### src/rtl/proc_pkg.sv
// Shared definitions for the instruction sequencer: field layout, opcodes,
// flag bit positions and the sequencer state encoding.
package proc_pkg;

  localparam int DEF_ADDR_W = 5;
  localparam int DEF_INSN_W = 32;

  localparam int OPER_HI      = 31;
  localparam int OPER_LO      = 27;
  localparam int RDST_HI      = 26;
  localparam int RDST_LO      = 22;
  localparam int RSRC1_HI     = 21;
  localparam int RSRC1_LO     = 17;
  localparam int IMM_MODE_BIT = 16;
  localparam int RSRC2_HI     = 15;
  localparam int RSRC2_LO     = 11;
  localparam int ISRC_HI      = 15;
  localparam int ISRC_LO      = 0;

  typedef logic [4:0] opcode_t;

  localparam opcode_t OP_MOV = 5'd1;
  localparam opcode_t OP_ADD = 5'd2;
  localparam opcode_t OP_MUL = 5'd4;
  localparam opcode_t OP_AND = 5'd6;
  localparam opcode_t OP_NOT = 5'd11;
  localparam opcode_t OP_JMP = 5'd12;
  localparam opcode_t OP_JC  = 5'd13;
  localparam opcode_t OP_JNC = 5'd14;
  localparam opcode_t OP_JS  = 5'd15;
  localparam opcode_t OP_JNS = 5'd16;
  localparam opcode_t OP_JZ  = 5'd17;
  localparam opcode_t OP_JNZ = 5'd18;
  localparam opcode_t OP_JV  = 5'd19;
  localparam opcode_t OP_JNV = 5'd20;
  localparam opcode_t OP_HLT = 5'd21;

  // flags_i is {sign, zero, overflow, carry}
  localparam int FLAG_C = 0;
  localparam int FLAG_V = 1;
  localparam int FLAG_Z = 2;
  localparam int FLAG_S = 3;

  typedef enum logic [2:0] {
    ST_IDLE,
    ST_FETCH,
    ST_LOAD,
    ST_EXEC,
    ST_NEXT,
    ST_HALT
  } state_e;

endpackage

### src/rtl/instr_sequencer_if.sv
// Program-memory and datapath connection of the sequencer.
interface instr_sequencer_if #(
  parameter int ADDR_W = 5,
  parameter int INSN_W = 32
);
  logic [ADDR_W-1:0] imem_addr;
  logic [INSN_W-1:0] imem_rdata;
  logic [INSN_W-1:0] ir_o;
  logic              exec_en;
  logic [3:0]        flags_i;

  modport master (
    output imem_addr,
    output ir_o,
    output exec_en,
    input  imem_rdata,
    input  flags_i
  );

  modport slave (
    input  imem_addr,
    input  ir_o,
    input  exec_en,
    output imem_rdata,
    output flags_i
  );
endinterface

### src/rtl/instr_sequencer_branch_eval.sv
// Classifies sequencer-owned opcodes and resolves jump conditions
// against the stored flag register.
module branch_eval
  import proc_pkg::*;
(
  input  opcode_t    oper_type,
  input  logic [3:0] flags,
  output logic       is_jump,
  output logic       taken,
  output logic       is_halt
);

  always_comb begin
    is_jump = 1'b1;
    taken   = 1'b0;
    is_halt = 1'b0;
    case (oper_type)
      OP_JMP:  taken = 1'b1;
      OP_JC:   taken = flags[FLAG_C];
      OP_JNC:  taken = ~flags[FLAG_C];
      OP_JS:   taken = flags[FLAG_S];
      OP_JNS:  taken = ~flags[FLAG_S];
      OP_JZ:   taken = flags[FLAG_Z];
      OP_JNZ:  taken = ~flags[FLAG_Z];
      OP_JV:   taken = flags[FLAG_V];
      OP_JNV:  taken = ~flags[FLAG_V];
      OP_HLT: begin
        is_jump = 1'b0;
        is_halt = 1'b1;
      end
      default: is_jump = 1'b0;
    endcase
  end

endmodule

### src/rtl/instr_sequencer.sv
// Fetch/load/exec/next controller: walks program memory, strobes the datapath
// and resolves jumps and halt locally.
module instr_sequencer
  import proc_pkg::*;
#(
  parameter int ADDR_W = DEF_ADDR_W,
  parameter int INSN_W = DEF_INSN_W
) (
  input  logic               clock,
  input  logic               reset,
  input  logic               start,
  instr_sequencer_if.master  bus,
  output logic [ADDR_W-1:0]  pc,
  output logic               busy,
  output logic               halted
);

  state_e            state_q, state_d;
  logic [ADDR_W-1:0] pc_q, pc_d;
  logic [INSN_W-1:0] ir_q, ir_d;
  logic [3:0]        flags_q, flags_d;
  logic              armed_q, armed_d;

  opcode_t oper_type;
  logic    is_jump, taken, is_halt;
  logic    start_ok;

  assign oper_type = ir_q[OPER_HI:OPER_LO];
  // armed_q keeps a start that coincides with reset release from being taken
  assign start_ok  = start & armed_q;

  branch_eval u_branch_eval (
    .oper_type (oper_type),
    .flags     (flags_q),
    .is_jump   (is_jump),
    .taken     (taken),
    .is_halt   (is_halt)
  );

  always_ff @(posedge clock or negedge reset) begin
    if (!reset) begin
      state_q <= ST_IDLE;
      pc_q    <= '0;
      ir_q    <= '0;
      flags_q <= '0;
      armed_q <= 1'b0;
    end else begin
      state_q <= state_d;
      pc_q    <= pc_d;
      ir_q    <= ir_d;
      flags_q <= flags_d;
      armed_q <= armed_d;
    end
  end

  always_comb begin
    state_d = state_q;
    case (state_q)
      ST_IDLE:  if (start_ok) state_d = ST_FETCH;
      ST_FETCH: state_d = ST_LOAD;
      ST_LOAD:  state_d = ST_EXEC;
      ST_EXEC:  state_d = is_halt ? ST_HALT : ST_NEXT;
      ST_NEXT:  state_d = ST_FETCH;
      ST_HALT:  if (start_ok) state_d = ST_FETCH;
      default:  state_d = ST_IDLE;
    endcase
  end

  always_comb begin
    pc_d    = pc_q;
    ir_d    = ir_q;
    flags_d = flags_q;
    armed_d = 1'b1;
    case (state_q)
      ST_IDLE, ST_HALT: begin
        if (start_ok) begin
          pc_d    = '0;
          flags_d = '0;
        end
      end
      ST_LOAD: ir_d = bus.imem_rdata;
      ST_NEXT: begin
        // jumps leave the flags of the last datapath op in place
        if (!is_jump) flags_d = bus.flags_i;
        pc_d = taken ? ir_q[ADDR_W-1:0] : pc_q + ADDR_W'(1);
      end
      default: ;
    endcase
  end

  always_comb begin
    bus.exec_en = 1'b0;
    busy        = 1'b0;
    halted      = 1'b0;
    case (state_q)
      ST_FETCH, ST_LOAD, ST_NEXT: busy = 1'b1;
      ST_EXEC: begin
        busy        = 1'b1;
        bus.exec_en = ~is_jump & ~is_halt;
      end
      ST_HALT: halted = 1'b1;
      default: ;
    endcase
  end

  assign bus.imem_addr = pc_q;
  assign bus.ir_o      = ir_q;
  assign pc            = pc_q;

endmodule
### src/flat_wrapper.sv
// flat-port wrapper written by rule: the top's interface ports become plain ports
module instr_sequencer_flat import proc_pkg::*;
#(
  parameter int ADDR_W = DEF_ADDR_W,
  parameter int INSN_W = DEF_INSN_W
)
  (clock, reset, start, pc, busy, halted, bus_imem_addr, bus_ir_o, bus_exec_en, bus_imem_rdata, bus_flags_i);
  instr_sequencer_if #(.ADDR_W(ADDR_W), .INSN_W(INSN_W)) bus_i ();
  input  logic clock;
  input  logic reset;
  input  logic start;
  output logic [ADDR_W-1:0] pc;
  output logic busy;
  output logic halted;
  output wire logic [$bits(bus_i.imem_addr)-1:0] bus_imem_addr;
  output wire logic [$bits(bus_i.ir_o)-1:0] bus_ir_o;
  output wire logic [$bits(bus_i.exec_en)-1:0] bus_exec_en;
  input wire logic [$bits(bus_i.imem_rdata)-1:0] bus_imem_rdata;
  input wire logic [$bits(bus_i.flags_i)-1:0] bus_flags_i;
  assign bus_imem_addr = bus_i.imem_addr;
  assign bus_ir_o = bus_i.ir_o;
  assign bus_exec_en = bus_i.exec_en;
  assign bus_i.imem_rdata = bus_imem_rdata;
  assign bus_i.flags_i = bus_flags_i;
  instr_sequencer #(.ADDR_W(ADDR_W), .INSN_W(INSN_W)) u_core (.clock(clock), .reset(reset), .start(start), .bus(bus_i), .pc(pc), .busy(busy), .halted(halted));
endmodule
### config.mk
export PLATFORM = sky130hd
export DESIGN_NAME = instr_sequencer_flat
export DESIGN_NICKNAME = d
export VERILOG_FILES = /design/src/rtl/proc_pkg.sv /design/src/rtl/instr_sequencer_if.sv /design/src/rtl/instr_sequencer_branch_eval.sv /design/src/rtl/instr_sequencer.sv /design/src/flat_wrapper.sv
export SDC_FILE = /design/constraint.sdc
export NUM_CORES = 1
export LEC_CHECK = 0
export CORE_MARGIN = 2
export CORE_UTILIZATION = 35
export DETAILED_ROUTE_END_ITERATION = 12
export GPL_TIMING_DRIVEN = 1
export PLACE_DENSITY = 0.67
export SKIP_CTS_REPAIR_TIMING = 1
export SLEW_MARGIN = 20
export SYNTH_ARGS = -nofsm -noshare
export SYNTH_HDL_FRONTEND = slang
export SYNTH_SLANG_ARGS = --single-unit
### constraint.sdc
create_clock -name clock -period 2.1 [get_ports clock]
set_input_delay 0.315 -clock clock [delete_from_list [all_inputs] [get_ports clock]]
set_output_delay 0.315 -clock clock [all_outputs]
set_load 0.02 [all_outputs]
==> summary.md, run 1 <==
| Metric | Value |
|---|---|
| Aggregate routed wire length | `4520 µm` |
| Setup CP Type | `flip-flop to output port` |
| Slowest CP cell | `clkdlybuf4s50_1` |
| # diodes | `0` |
| Die width | `80.7 µm` |
| Starting Density | `36.7%` |
| Placement row count | `27` |
| Worst-path fanout max | `5` |
| Syn. warnings | `0` |
| Avg WL per Cell | `13.9 µm` |
| Detailed placement HPWL | `3340 µm` |
| Achievable frequency | `0.504 GHz` |
| Via total after detailed routing | `1,566` |
| Setup WS pre-CTS | `135 ps` |
| RSZ-0062 raised after global routing | `no` |
| Finished Cell Area | `3100 µm²` |
| Height of the die | `80.7 µm` |
| Root Buffer | `clkbuf_8` |
| Fillers | `508` |
| Final Hold Viols | `0` |
| HP Class | `input pin to async pin` |
| CTS clk-pin slew, worst paths | `80 ps` |
| Via/cell ratio | `4.80` |
| Count of pins over their slew limit | `0` |
| Max-Cap Viols | `0` |
| Clock Latency Late Sink | `290 ps` |
| Buf+Inv Stages, Crit Path | `2` |
| CP startpoint kind | `flip-flop` |
| Number of synthesized flops with an enable pin | `0` |
| Final core utilization | `55.3%` |
| Initial DRC Count | `67` |
| Distinct cells, synth | `37` |
| Crit path cell chain | `buf_4 > nor2_1 > xnor2_1 > clkdlybuf4s50_1` |
| Initial antenna violation count | `0` |
| Pwr dens | `1630 nW/µm²` |
| Share of the synthesized area in the top cell type | `54.7%` |
| Largest net degree at the start of global routing | `33` |
| Syn Std Cell Area | `2060 µm²` |
| Port Buf Inserts | `83` |
| Top Ports | `84` |
| Synth top area cells | `dfrtp_1 55%, mux2_2 18%, mux2i_1 3.4%, buf_4 1.8%, nand3_1 1.7%` |
| Min Tclk post-route | `1980 ps` |
| R2R Path Start | `u_core.bus.ir_o[29]` |
| Synth cell count leaders | `45 x dfrtp_1, 33 x mux2_2, 9 x nand2_1` |
| Setup WS post-layout | `116 ps` |
| Syn Nets | `206` |
| Critical R2R Capture | `u_core.bus.imem_addr[2]` |
| Gr ovfl total | `0` |
| Fin nets | `293` |
| Average cell area after synthesis | `12.4 µm²` |
| Cell taking the most area after synthesis | `dfrtp_1` |
| Maximum clock path buffer count | `2` |
| Top FF cell, synth | `dfrtp_1` |
| Final ANT Viol Nets | `0` |
| Max incr delay on CP | `610 ps` |
| WP data required | `1780 ps` |
| Setup crit end kind | `output port` |
| H-tree levels | `2` |
| Peak VDD IR | `803 µV` |
| Slew HR | `57.6%` |
| Leakage | `1.28 nW` |
| Worst EP arrival | `1670 ps` |
| GRT Util Overall | `15.2%` |
| Crit-path leading delay family | `buffers and inverters` |
| Final GP Congestion | `0.781` |
| CTS tree | `done` |
| Final setup viols | `0` |
| Setup Skew | `3.37 ps` |
| Post-synth ARST share | `100%` |
| Post-DP Area | `2980 µm²` |
| Worst hold margin | `38.2 ps` |
| Die area | `6510 µm²` |
| Post-Synthesis Cells | `166` |
| DR pass1 iterations | `4` |
| FF-to-FF setup slack | `180 ps` |
| Seq/Total Area, Yosys | `54.7%` |
| FF-to-FF path depth | `6` |
| Core area | `5610 µm²` |
| Worst slew pin tran | `633 ps` |
| Number of global-route vias before repair | `1,604` |
| Period utilisation layout | `94.5%` |
| Area grow syn2layout | `50.7%` |
| Outcome | `finished clean` |
| Layout cell share with drive strength beyond 1 | `21.7%` |
| Most common cell in the netlist | `dfrtp_1` |
| CTS sink cnt | `45` |
| Post-route DRC | `0` |
| First-pass GRT wire length | `7580 µm` |
| TritonCTS buffer count | `5` |
| Yosys reg bits | `45` |
stage by stage:
stage | instances | setup TNS, ps | power [mW]
after floorplan | 166 | 0 | 3.24
after global placement | 318 | 0 | 4.40
after detailed placement | 318 | 0 | 4.43
after CTS | 326 | -58.0 | 5.12
after global routing | 326 | 0 | 5.39
final | 326 | 0 | 5.05
worst reg2reg max path: cells and delay by family, from the launching register on:
kind | cells | cell delay (ps)
compound gates | 3 | 510
flops | 1 | 460
simple gates | 1 | 380
buf+inv | 1 | 260
mux | 1 | 200
layout make-up:
class | instances | area (µm²) | share of cell area, %
clock buffers | 7 | 86.3 | 2.79
well taps | 72 | 90.1 | 2.91
repair buffers | 92 | 911 | 29.4
multi-input cells | 103 | 831 | 26.8
clock inverters | 1 | 30.0 | 0.969
flip-flops and latches | 45 | 1130 | 36.4
inverters | 6 | 22.5 | 0.727
sequential cells by signal, summed over array words and instances, names as in the netlist:
signal / cells
u_core.bus.ir_o: 32
u_core.state_q: 3
u_core.bus.imem_addr: 5
u_core.flags_q: 4
u_core.armed_q: 1
placed cells by master (no fill, tap or decap), types with 2 or more instances in the layout:
master           netlist  final
a21oi_1                5      5
buf_4                  5      8
clkbuf_8               0      6
clkdlybuf4s50_1        0     80
dfrtp_1               45     43
dfrtp_2                0      2
dlymetal6s2s_1         0      2
inv_1                  6      6
mux2_2                33     33
mux2i_1                7      7
nand2_1                9      9
nand2b_1               2      2
nand3_1                7      7
nor2_1                 6      6
nor2b_1                2      2
nor3_1                 3      2
o211ai_1               2      2
o21a_1                 2      2
o21ai_0                3      3
o311ai_0               2      2
or3b_1                 2      2
xnor2_1                2      2
metal layers:
| layer | share of wire (%) | vias to the layer above | routed length (µm) | track usage (%) |
|---|---|---|---|---|
| li1 | - | 758 | - | - |
| met1 | 43 | 746 | 1930 | 19.0 |
| met2 | 47 | 58 | 2120 | 23.8 |
| met3 | 9.7 | 4 | 441 | 6.63 |
| met4 | 0.64 | 0 | 29 | 4.58 |
| met5 | 0 | - | 0 | 0 |
worst max-delay path by stage:
stage                   startpoint                       to  slack (ps)  cells past startpoint
4_1_cts        u_core.bus.ir_o[29]              bus_exec_en         -60                      3
3_5_place_dp   u_core.bus.ir_o[28]  u_core.bus.imem_addr[1]         130                      6
5_1_grt        u_core.bus.ir_o[29]  u_core.bus.imem_addr[2]           2                      6
6_report         u_core.state_q[1]                     busy         120                      4
2_1_floorplan  u_core.bus.ir_o[28]  u_core.bus.imem_addr[2]         230                      7
3_3_place_gp   u_core.bus.ir_o[28]  u_core.bus.imem_addr[2]         190                      6
where the power goes:
part	leakage [nW]	switching, mW	internal, mW
clock	0.0585	0.272	0.388
combinational	0.674	1.28	1.49
sequential	0.543	0.320	1.29
kinds of logic (layout without fill, tap and decap cells):
kind of cell / count (synthesis) / count (layout) / share of synthesized area, %
DFF: 45 / 45 / 54.7
muxes: 40 / 40 / 21.5
adders and majority gates: 1 / 1 / 0.608
AOI/OAI and AO/OA: 22 / 22 / 7.60
and+or+nand+nor: 37 / 37 / 9.43
other: 1 / 1 / 0.182
buffers and inverters: 18 / 106 / 5.11
xor gates and xnor gates: 2 / 2 / 0.852
(Power assumes the default switching activity.)
==> run 2: changes to the inputs <==
--- a/config.mk
+++ b/config.mk
@@ -5,8 +5,10 @@
 export SDC_FILE = /design/constraint.sdc
 export NUM_CORES = 1
 export LEC_CHECK = 0
+export CAP_MARGIN = 30
 export CORE_MARGIN = 2
 export CORE_UTILIZATION = 35
+export CTS_BUF_LIST = sky130_fd_sc_hd__clkbuf_16
 export DETAILED_ROUTE_END_ITERATION = 12
 export GPL_TIMING_DRIVEN = 1
 export PLACE_DENSITY = 0.67
==> run 2 against run 1 <==
Combinational power is essentially flat. Non-clock buffer count is the same. Core utilization grew 0.83 points. Register-to-register slack is essentially flat. Final cell count is the same. Hold slack gained 14 ps. Critical path type unchanged. Die area is the same. Clock power grew 29%. Critical path depth is the same. First-iteration DRC count grew 7.5%. Count of clock-buffer cells in the layout shrank 2. Flip-flop and latch count is the same.
==> summary.md, run 2 (synthesized netlist as in run 1, its figures left out) <==
| Metric | Value |
|---|---|
| Port Buf Inserts | `83 (unchanged)` |
| Slew HR | `58.6% (+0.94 points)` |
| FF-to-FF path depth | `6 (unchanged)` |
| Worst slew pin tran | `619 ps (-14.1 ps)` |
| Min Tclk post-route | `1960 ps (-22.3 ps)` |
| Achievable frequency | `0.510 GHz (+1.1%)` |
| Seq pwr share | `30.8% (-1.1 points)` |
| Peak VDD IR | `809 µV (+0.75%)` |
| Gr ovfl total | `0 (unchanged)` |
| Leakage | `1.30 nW (+1.9%)` |
| Setup crit end kind | `output port` |
| RSZ-0062 raised after global routing | `no` |
| Combinational share of power | `53.0% (-2.0 points)` |
| Sw Ratio | `36.3% (-0.82 points)` |
| TritonCTS buffer count | `5 (unchanged)` |
| Fin nets | `293 (unchanged)` |
| Final setup viols | `0 (unchanged)` |
| CTS tree | `done` |
| Setup CP Type | `flip-flop to output port` |
| Commonest non-fill, non-tap cells in the layout | `80 x clkdlybuf4s50_1, 43 x dfrtp_1, 33 x mux2_2` |
| Post-route DRC | `0 (unchanged)` |
| CP startpoint kind | `flip-flop` |
| Root Buffer | `clkbuf_16` |
| P_sw | `1.91 mW (+1.6%)` |
| Via total after detailed routing | `1,558 (-0.51%)` |
| Final Hold Viols | `0 (unchanged)` |
| Most common cell after layout, fill and taps aside | `clkdlybuf4s50_1` |
| Layout cell share with drive strength beyond 1 | `21.3% (-0.39 points)` |
| Count of pins over their slew limit | `0 (unchanged)` |
| Initial antenna violation count | `0 (unchanged)` |
| Outcome | `finished clean` |
| Starting Density | `36.7% (unchanged)` |
| # diodes | `0 (unchanged)` |
| Worst-path fanout max | `5 (unchanged)` |
| Top Ports | `84 (unchanged)` |
| Setup WS pre-CTS | `135 ps (unchanged)` |
| Max-Cap Viols | `0 (unchanged)` |
| R2R Path Start | `u_core.bus.ir_o[29]` |
| Detailed placement HPWL | `3340 µm (unchanged)` |
| CTS clk-pin slew, worst paths | `60 ps (-20 ps)` |
| Setup Skew | `2.73 ps (-0.640 ps)` |
| Maximum clock path buffer count | `2 (unchanged)` |
| Core area | `5610 µm² (unchanged)` |
| Placement row count | `27 (unchanged)` |
| GRT Util Overall | `15.2% (-0.048 points)` |
| Area grow syn2layout | `52.9%` |
| Max FFs per register | `32 (unchanged)` |
| Pint | `3.34 mW (+5.3%)` |
| Worst hold margin | `52.6 ps (+14.4 ps)` |
| FF-to-FF setup slack | `180 ps (about the same)` |
| Height of the die | `80.7 µm (unchanged)` |
| Crit. Startpoint | `u_core.state_q[1]` |
| WP data required | `1780 ps (about the same)` |
| Clock power share | `16.2% (+3.1 points)` |
| Pwr dens | `1670 nW/µm² (+2.4%)` |
| Initial DRC Count | `72 (+7.5%)` |
| CTS sink cnt | `45 (unchanged)` |
| Number of global-route vias before repair | `1,606 (+0.12%)` |
| First-pass GRT wire length | `7600 µm (+0.26%)` |
| Final ANT Viol Nets | `0 (unchanged)` |
| Via/cell ratio | `4.78 (-0.51%)` |
| Critical R2R Capture | `u_core.bus.imem_addr[2]` |
| Worst EP arrival | `1650 ps (-20 ps)` |
| Final GP Congestion | `0.781 (unchanged)` |
| Avg WL per Cell | `14.0 µm (+0.86%)` |
| Clock Latency Late Sink | `280 ps (about the same)` |
| Aggregate routed wire length | `4560 µm (+0.86%)` |
| Die area | `6510 µm² (unchanged)` |
| H-tree levels | `2 (unchanged)` |
| Fillers | `504 (-0.79%)` |
| Period utilisation layout | `93.4% (-1.1 points)` |
| Die width | `80.7 µm (unchanged)` |
| Largest net degree at the start of global routing | `33 (unchanged)` |
| DR pass1 iterations | `4 (unchanged)` |
| HP Class | `input pin to async pin` |
| Total Negative Setup Slacks | `0 ps (unchanged)` |
| Setup WS post-layout | `139 ps (+22.3 ps)` |
-- run 2: cell count changes in the layout (fill, tap and decap cells not counted) --
cell / change
clkbuf_8: -6
clkinv_1: +1
clkbuf_1: -1
clkbuf_16: +5
inv_1: +1
-- run 2: metrics by stage --
step                utilization (%)  power [mW]  area, µm²  cells
finish                         56.1        5.25       3150    326
global route                   56.1        5.58       3150    326
CTS                            56.0        5.31       3140    326
detailed placement             53.1        4.43       2980    318
global placement               53.1        4.40       2980    318
floorplan                         -        3.24       2060    166
-- run 2: layout make-up --
type	count	area, µm²	share of cell area, %
Sequential cell	45	1130	35.9
Multi-Input combinational cell	103	831	26.4
Timing Repair Buffer	92	911	29.0
Clock inverter	3	37.5	1.19
Tap cell	72	90.1	2.86
Clock buffer	5	125	3.98
Inverter	6	22.5	0.716
-- run 2: worst max-delay path by stage --
stage | to | slack [ps]
6_report | busy | 140
5_1_grt | u_core.bus.imem_addr[2] | 9
4_1_cts | bus_exec_en | -30
3_5_place_dp | u_core.bus.imem_addr[1] | 130
3_3_place_gp | u_core.bus.imem_addr[2] | 190
2_1_floorplan | u_core.bus.imem_addr[2] | 230
-- run 2: critical path: stages (launching register included) --
cell,delay (ps)
dfrtp_1,370
buf_4,150
nor2_1,110
xnor2_1,120
clkdlybuf4s50_1,610
-- run 2: per-layer routing --
metal  GRT usage [%]  vias to the layer above  wire (µm)
li1                -                      759          -
met1            19.5                      740       1980
met2            23.6                       55       2120
met3            6.29                        4        434
met4            4.07                        0         36
met5               0                        -          0
-- run 2: power by group through the flow --
| stage | combinational [mW] | sequential (mW) | clock, mW |
|---|---|---|---|
| after detailed placement | 2.80 | 1.62 | 0 |
| after CTS | 2.82 | 1.62 | 0.878 |
| final | 2.78 | 1.62 | 0.852 |
| after global routing | 2.98 | 1.69 | 0.918 |
| after global placement | 2.80 | 1.60 | 0 |
| after floorplan | 1.24 | 2.00 | 0 |
==> run 3: changes to the inputs <==
--- a/config.mk
+++ b/config.mk
@@ -11,7 +11,8 @@
 export CTS_BUF_LIST = sky130_fd_sc_hd__clkbuf_16
 export DETAILED_ROUTE_END_ITERATION = 12
 export GPL_TIMING_DRIVEN = 1
-export PLACE_DENSITY = 0.67
+export MAX_ROUTING_LAYER = met4
+export PLACE_DENSITY = 0.7
 export SKIP_CTS_REPAIR_TIMING = 1
 export SLEW_MARGIN = 20
 export SYNTH_ARGS = -nofsm -noshare
==> constraint.sdc (replaced) <==
create_clock -name clock -period 1.8 [get_ports clock]
set_input_delay 0.27 -clock clock [delete_from_list [all_inputs] [get_ports clock]]
set_output_delay 0.27 -clock clock [all_outputs]
set_load 0.02 [all_outputs]
==> run 3 against run 2 <==
Flip-flop and latch count stayed put. Largest cell class unchanged. Worst setup slack worse by 180 ps. Die area stayed put. Largest power group unchanged. Final area is 5.5% higher. Sequential power is 15% higher. Register-to-register slack worse by 220 ps. Global-route usage is 0.66 points higher. Combinational power is 33% higher. The flow now finishes with violations (setup timing). First-iteration DRC count is 46% lower. Count of clock-buffer cells in the layout stayed put. Sequential share of layout area is 1.9 points lower. Hold slack better by 4.3 ps.
==> summary.md, run 3 (synthesized netlist as in run 1, its figures left out) <==
| Metric | Value |
|---|---|
| Initial antenna violation count | `0 (unchanged)` |
| Core area | `5610 µm² (unchanged)` |
| DR pass1 iterations | `4 (unchanged)` |
| Setup Skew | `7.22 ps (+4.49 ps)` |
| Max-Cap Viols | `0 (unchanged)` |
| Max FFs per register | `32 (unchanged)` |
| Commonest non-fill, non-tap cells in the layout | `78 x clkdlybuf4s50_1, 43 x dfrtp_1, 32 x mux2_2` |
| CTS tree | `done` |
| Detailed placement HPWL | `3450 µm (+3.1%)` |
| Port Buf Inserts | `83 (unchanged)` |
| Final GP Congestion | `0.830 (+6.3%)` |
| Placement row count | `27 (unchanged)` |
| FF-to-FF setup slack | `-40 ps (-220 ps)` |
| Pwr dens | `1990 nW/µm² (+19%)` |
| Setup WS post-layout | `-44.8 ps (-184 ps)` |
| Slowest CP cell | `dfrtp_2` |
| Setup crit end kind | `flip-flop` |
| Max incr delay on CP | `430 ps (-180 ps)` |
| CTS clk-pin slew, worst paths | `60 ps (about the same)` |
| Final setup viols | `2 (+2)` |
| Worst hold margin | `56.9 ps (+4.27 ps)` |
| R2R Path Start | `u_core.bus.ir_o[29]` |
| Worst-path fanout max | `7 (+2)` |
| Total power | `6.61 mW (+26%)` |
| Avg WL per Cell | `14.5 µm (+3.3%)` |
| Gr ovfl total | `0 (unchanged)` |
| Count of pins over their slew limit | `0 (unchanged)` |
| Peak VDD IR | `1120 µV (+39%)` |
| Number of global-route vias before repair | `1,673 (+4.2%)` |
| Crit path cell chain | `or3b_1 > a211o_1 > o311ai_4 > buf_4 > a2bb2oi_2 > o211ai_1` |
| Crit. Startpoint | `u_core.bus.ir_o[29]` |
| Height of the die | `80.7 µm (unchanged)` |
| TritonCTS buffer count | `5 (unchanged)` |
| Final ANT Viol Nets | `0 (unchanged)` |
| Layout cell share with drive strength beyond 1 | `27.8% (+6.5 points)` |
| GRT Util Overall | `15.8% (+0.66 points)` |
| HP Class | `input pin to async pin` |
| Failing checks | `setup timing` |
| FF-to-FF path depth | `6 (unchanged)` |
| Period utilisation layout | `102%` |
| # diodes | `0 (unchanged)` |
| WP data required | `1950 ps (+170 ps)` |
| Fin nets | `309 (+5.5%)` |
| Crit-path leading delay family | `compound AO/OA/AOI/OAI gates` |
| Slew HR | `63.2% (+4.6 points)` |
| CTS sink cnt | `45 (unchanged)` |
| Buf+Inv Stages, Crit Path | `1 (-1)` |
| Top Ports | `84 (unchanged)` |
| Via/cell ratio | `4.91 (+2.7%)` |
| Setup WS pre-CTS | `-153 ps (-288 ps)` |
| Area grow syn2layout | `61.4%` |
| Final Hold Viols | `0 (unchanged)` |
| Via total after detailed routing | `1,678 (+7.7%)` |
| Post-route DRC | `0 (unchanged)` |
| Die width | `80.7 µm (unchanged)` |
| Total Negative Setup Slacks | `-84.7 ps (-84.7 ps)` |
| Worst slew pin tran | `552 ps (-66.7 ps)` |
| First-pass GRT wire length | `7600 µm (unchanged)` |
| Aggregate routed wire length | `4950 µm (+8.4%)` |
| Leakage | `1.41 nW (+8.5%)` |
| Root Buffer | `clkbuf_16` |
| Starting Density | `36.7% (unchanged)` |
| Outcome | `finished, violations left` |
| Worst EP arrival | `2000 ps (+350 ps)` |
| Initial DRC Count | `39 (-46%)` |
| Most common cell after layout, fill and taps aside | `clkdlybuf4s50_1` |
| RSZ-0062 raised after global routing | `yes` |
| H-tree levels | `2 (unchanged)` |
| Setup CP Type | `flip-flop to flip-flop` |
| Largest net degree at the start of global routing | `46 (+39%)` |
| Achievable frequency | `0.542 GHz` |
| Min Tclk post-route | `1840 ps` |
| Die area | `6510 µm² (unchanged)` |
| WP depth | `6 (+2)` |
| Clock Latency Late Sink | `280 ps (about the same)` |
| Maximum clock path buffer count | `2 (unchanged)` |
| CP startpoint kind | `flip-flop` |
==> run 3: cell types whose count changed in the layout (fill, tap and decap cells not counted), sizes merged <==
| cell | change |
|---|---|
| buf | +16 |
| clkdlybuf4s50 | -2 |
| clkinvlp | +1 |
| dlymetal6s2s | +2 |
| inv | -1 |
==> run 3: worst paths after layout <==
kind                                                 to
worst min register to register      u_core.bus.ir_o[21]
max in group asynchronous           u_core.bus.ir_o[29]
min in group clock                  u_core.bus.ir_o[21]
worst min-delay path                u_core.bus.ir_o[26]
worst max register to register  u_core.bus.imem_addr[3]
worst max-delay path            u_core.bus.imem_addr[3]
==> run 3: cell type report <==
class,instances,area [µm²]
fill,503,2290
sequential,45,1130
timing repair buffer,108,1040
multi-input combinational,103,876
clock buffer,5,125
tap,72,90.1
clock inverter,3,41.3
inverter,6,22.5
==> run 3: report_power, final <==
group	total (mW)	internal [mW]	switching, mW
clock	1.03	0.650	0.380
combinational	3.71	2.03	1.68
sequential	1.87	1.51	0.359
total	6.61	4.19	2.42
==> run 3: metrics by stage <==
step,cell area (µm²),instances,util (%)
2_1_floorplan,2070,166,-
3_3_place_gp,3040,326,54.3
3_5_place_dp,3040,326,54.3
4_1_cts,3210,334,57.3
5_1_grt,3320,342,59.2
6_report,3320,342,59.2
==> run 3: routing by layer <==
layer / GRT usage, % / wire (µm) / up-vias
met4: 5.76 / 89 / 0
met2: 24.4 / 2300 / 69
met1: 19.0 / 2140 / 806
li1: - / - / 792
met5: - / 0 / -
met3: 5.96 / 421 / 11
==> RTL change 1 (config.mk and constraints of run 3) <==
Reset style: synchronous (`reset`), changed in one clocked block.
--- a/src/rtl/instr_sequencer.sv
+++ b/src/rtl/instr_sequencer.sv
@@ -39,3 +39,3 @@
 
-  always_ff @(posedge clock or negedge reset) begin
+  always_ff @(posedge clock) begin
     if (!reset) begin
Behaviour: differs if reset is asserted again (counterexample within 4 cycles, from zero or initial values and one cycle with reset low); with reset held inactive, the same outputs for 10 cycles.
==> RTL change 1 against run 3 <==
  * Maximum frequency is 6.4% higher
  * Cell area shrank 4.4%
  * Sequential cell count unchanged
  * Synthesized area about the same
  * Critical path depth did not move
  * Hold slack improved by 0.40 ns
  * Setup slack gained 0.11 ns
  * Utilization shrank 2.2 points
  * Sequential share of layout area down 5.5 points
  * Wire length up 1.9%
  * Critical path type unchanged
  * Critical endpoint is now u_core.bus.imem_addr[4]
Power is not compared: it rests on default switching activity, and its combinational part moved more than twofold at a synthesized area within 25%.
==> RTL change 1: results (changes against run 3) <==
| Metric | Value |
|---|---|
| Worst vdd ir | `0.000418 V` |
| Yosys warning count | `0 (unchanged)` |
| Post-synth top cells | `nand2_1, dfxtp_1, a21boi_0` |
| Worst path slowest cell | `a2111oi_4` |
| Worst Hold Depth | `2` |
| RR Startpoint | `u_core.bus.ir_o[28]` |
| Wire per inst | `12.5 µm (-14%)` |
| CTS Buf Count | `5 (unchanged)` |
| Wire length of the first global-routing pass | `8.01 mm (+5.4%)` |
| GRT Util Overall | `16.3% (+0.47 points)` |
| Layout Nets | `371 (+20%)` |
| Placed inst area | `2980 µm² (-2.3%)` |
| R2R Setup Slk | `0.07 ns (+0.11 ns)` |
| Max reg flops | `32 (unchanged)` |
| Via count | `1922 (+15%)` |
| Synth top area cells | `dfxtp_1, nand2_1, a21boi_0` |
| Most used DFF post-synth | `dfxtp_1` |
| Hold Path Class | `reg2reg` |
| Outcome | `finished, final reports clean` |
| Clock Path Buffers | `2 (unchanged)` |
| Worst reg-to-reg path cell count | `6 (unchanged)` |
| Crit path max-delay family | `compound AO/OA/AOI/OAI gates` |
| Worst skew pair latency | `0.28 ns (about the same)` |
| FF-to-FF End | `u_core.bus.imem_addr[4]` |
| Clk_skew | `0.00388 ns (-0.00334 ns)` |
| Hold_sp | `u_core.bus.ir_o[15]` |
| Final setup viols | `0 (-2)` |
| Syn Nets | `286 (+39%)` |
| GPL Wtd Cong | `0.778 (-6.3%)` |
| Crit-path max cell delay | `0.42 ns` |
| Crit path DAT | `1.90 ns (-0.10 ns)` |
| Unique masters post-synth | `38 (+2.7%)` |
| Vias in the first global route | `1721 (+2.9%)` |
| Post-DP HPWL | `3.60 mm (+4.6%)` |
| Post-synthesis sequential area ratio | `43.8% (-11 points)` |
| Final hold slack | `0.458 ns (+0.401 ns)` |
| Pin count of the biggest net entering global routing | `33 (-28%)` |
| LEAKAGE | `1.20 nW` |
| Initial DRC count | `100 (+160%)` |
| Tightest Pin Transition | `0.491 ns (-0.0609 ns)` |
| I/O Buffers | `83 (unchanged)` |
| Max Fanout on Critical Path | `5 (-2)` |
| Asr flop ratio synth | `0% (-100 points)` |
| Layout cells sized above 1 | `10.2% (-18 points)` |
| Clk slew on worst S/H paths | `0.06 ns (about the same)` |
==> RTL change 1: changes by cell type in the layout (fill, tap and decap cells not counted), moves of 3 or more <==
cell,change
nor2_1,+3
dfxtp_1,+42
o22ai_1,+4
mux2_2,-32
buf_4,-9
dfrtp_1,-43
a21boi_0,+32
nand2_1,+71
dfxtp_2,+3
==> RTL change 1: logic make-up (layout without fill, tap and decap cells) <==
| family | after synthesis | in the layout | share of synthesized area, % |
|---|---|---|---|
| fa+ha+maj | 1 | 1 | 0.609 |
| buf+inv | 27 | 112 | 6.76 |
| xor+xnor | 2 | 2 | 0.852 |
| mux | 11 | 11 | 5.66 |
| simple gates | 107 | 107 | 21.8 |
| flops | 45 | 45 | 43.8 |
| compound gates | 53 | 54 | 20.5 |
==> RTL change 1: worst max path at each step <==
stage / slack [ns] / end / startpoint
global route: -0.02 / u_core.bus.imem_addr[0] / u_core.bus.ir_o[29]
detailed placement: 0.02 / u_core.bus.imem_addr[3] / u_core.bus.ir_o[28]
floorplan: 0.02 / u_core.bus.imem_addr[0] / u_core.bus.ir_o[29]
global placement: 0.07 / bus_exec_en / u_core.bus.ir_o[29]
finish: 0.07 / u_core.bus.imem_addr[4] / u_core.bus.ir_o[28]
CTS: -0.27 / bus_exec_en / u_core.bus.ir_o[29]
==> RTL change 1: layout make-up <==
type	count	area, µm²
Inverter	6	22.5
Timing Repair Buffer	98	951
Tap cell	72	90.1
Clock buffer	5	125
Fill cell	519	2400
Clock inverter	3	41.3
Sequential cell	45	905
Multi-Input combinational cell	175	1040
==> RTL change 1: power breakdown <==
group | leakage, nW | total (mW) | internal [mW] | switching, mW
logic | 0.758 | 0.531 | 0.275 | 0.257
registers | 0.366 | 1.10 | 1.05 | 0.0436
clock network | 0.0775 | 1.02 | 0.649 | 0.371
total | 1.20 | 2.65 | 1.98 | 0.671
==> RTL change 1: worst min-delay path, stage by stage, from the launching register on <==
cell,delay [ns]
dfxtp_1,0.31
nand2_1,0.04
a21boi_0,0.06
==> RTL change 1: metal layers <==
layer | GRT usage (%) | vias up | routed length (µm)
met3 | 4.38 | 9 | 304
li1 | - | 982 | -
met4 | 4.58 | 0 | 60
met5 | - | - | 0
met1 | 19.5 | 877 | 2250
met2 | 27.1 | 54 | 2420
==> RTL change 1: through the flow <==
stage	cells	worst slack, ns
5_1_grt	404	-0.0249
4_1_cts	403	-0.270
3_5_place_dp	395	0.0222
3_3_place_gp	395	0.0653
6_report	404	0.0655
2_1_floorplan	246	0.0208
==> RTL change 2 (flow settings as in run 3) <==
Without the edit above. The package constant `DEF_ADDR_W` goes from 5 to 4.
--- a/src/rtl/proc_pkg.sv
+++ b/src/rtl/proc_pkg.sv
@@ -4,3 +4,3 @@
 
-  localparam int DEF_ADDR_W = 5;
+  localparam int DEF_ADDR_W = 4;
   localparam int DEF_INSN_W = 32;
Interface: changed (resized bus_imem_addr and pc); port bits go from 84 to 82. The function was not compared with the original's and may differ.
==> RTL change 2 against run 3 <==
  * Wire length fell by 12%
  * Cell area fell by 4.7%
  * Critical path depth fell by 2
  * Synthesized area fell by 3.8%
  * Critical endpoint is now bus_exec_en
  * Clock power rose by 12%
  * Setup slack improved by 0.088 ns
  * Total power fell by 3.8%
  * Count of clock-buffer cells in the layout did not move
  * Via count fell by 9.8%
  * Sequential cell count fell by 1
  * Cell count fell by 5.0%
==> RTL change 2: results (changes against run 3) <==
| Metric | Value |
|---|---|
| Outcome | `finished, final reports clean` |
| Dpl cells | `315 (-3.4%)` |
| Crit path DAT | `1.49 ns (-0.51 ns)` |
| Initial DRC count | `31 (-21%)` |
| Hold Path Class | `in2async` |
| Max reg flops | `32 (unchanged)` |
| Vias in the first global route | `1589 (-5.0%)` |
| P_comb | `3.34 mW (-10%)` |
| Worst reg-to-reg path cell count | `6 (unchanged)` |
| Clk slew on worst S/H paths | `0.07 ns` |
| Worst vdd ir | `0.000949 V (-15%)` |
| Clock Path Buffers | `2 (unchanged)` |
| Routed Antenna Nets | `0 (unchanged)` |
| Worst Setup Slack post-DPL | `-0.201 ns (-0.0476 ns)` |
| Final non-filler cell total | `325 (-5.0%)` |
| Htree depth | `2 (unchanged)` |
| Worst path slowest cell | `dfrtp_1` |
| I/O Buffers | `81 (-2.4%)` |
| LEAKAGE | `1.33 nW (-5.9%)` |
| Relative slew slack | `66.0% (+2.8 points)` |
| Clk root buf | `clkbuf_16` |
| Detailed Routing Iterations Pass 1 | `4 (unchanged)` |
| RR Startpoint | `u_core.bus.ir_o[31]` |
| FF-to-FF End | `u_core.bus.imem_addr[3]` |
| Clk_skew | `0.0124 ns (+0.00520 ns)` |
| Wire length of the first global-routing pass | `7.36 mm (-3.3%)` |
| Layout Nets | `292 (-5.5%)` |
| Switching Fraction | `35.2% (-1.5 points)` |
| Syn Nets | `195 (-5.3%)` |
| Synth top area cells | `dfrtp_1, mux2_2, mux2i_1` |
| Unique masters post-synth | `39 (+5.4%)` |
| Crit-path max cell delay | `0.38 ns (-0.05 ns)` |
| Max Fanout on Critical Path | `3 (-4)` |
| Initial antenna violation count | `0 (unchanged)` |
| Placed inst area | `2940 µm² (-3.4%)` |
| CTS Buf Count | `5 (unchanged)` |
| Post-DP HPWL | `3.09 mm (-10%)` |
| R2R Setup Slk | `0.07 ns (+0.11 ns)` |
| Worst skew pair latency | `0.29 ns` |
| Total wire length | `4.33 mm (-12%)` |
| Layout cells sized above 1 | `27.7% (-0.11 points)` |
| Asr flop ratio synth | `100% (unchanged)` |
| GPL Wtd Cong | `0.805 (-2.9%)` |
| Post-synth top cells | `dfrtp_1, mux2_2, nand2_1` |
| GRT Util Overall | `15.6% (-0.24 points)` |
| Worst setup path startpoint | `u_core.bus.ir_o[30]` |
| Clock group | `1.15 mW (+12%)` |
| Pin count of the biggest net entering global routing | `25 (-46%)` |
| Pint | `4.12 mW (-1.6%)` |
| Yosys warning count | `0 (unchanged)` |
| Ant diodes | `0 (unchanged)` |
| Via count | `1513 (-9.8%)` |
| Syn_area_per_cell | `12.8 µm² (+3.1%)` |
| Final hold slack | `0.485 ns (+0.428 ns)` |
| Post-synthesis sequential area ratio | `55.6% (+0.88 points)` |
==> RTL change 2: layout make-up <==
type	instances	area (µm²)
Clock buffer	5	125
Clock inverter	3	63.8
Fill cell	471	2310
Inverter	6	22.5
Multi-Input combinational cell	93	776
Sequential cell	44	1100
Tap cell	72	90.1
Timing Repair Buffer	102	982
==> RTL change 2: critical path: cells and delay by family (launching register included) <==
| family | cells | cell delay, ns |
|---|---|---|
| compound gates | 1 | 0.30 |
| buf+inv | 1 | 0.17 |
| flops | 1 | 0.38 |
| simple gates | 2 | 0.36 |
==> RTL change 2: cells by family (layout without fill, tap and decap cells) <==
family          count (synthesis)  after routing  share of synthesized area, %
flops                          44             44                          55.6
mux                            42             42                          23.4
simple gates                   31             31                          7.52
buf+inv                        18            116                          5.94
compound gates                 15             15                          5.31
fa+ha+maj                       2              2                          1.14
xor+xnor                        2              2                         0.885
other cells                     1              1                         0.189
==> RTL change 2: worst max path at each step <==
stage                     slack [ns]                      end  cells after the start
after floorplan                 0.02  u_core.bus.imem_addr[3]                      6
after global placement         -0.15        u_core.flags_q[3]                      6
after CTS                      -0.39              bus_exec_en                      4
after detailed placement       -0.20        u_core.flags_q[0]                      6
final                           0.04              bus_exec_en                      4
after global routing           -0.03              bus_exec_en                      5
==> RTL change 2: layer usage <==
| layer | GRT usage (%) | part of all wire (%) | routed length [µm] | vias up |
|---|---|---|---|---|
| met4 | 3.10 | 1.4 | 60 | 0 |
| li1 | - | - | - | 732 |
| met5 | - | 0 | 0 | - |
| met3 | 5.80 | 5.7 | 246 | 6 |
| met2 | 25.0 | 50 | 2170 | 47 |
| met1 | 19.1 | 43 | 1860 | 728 |
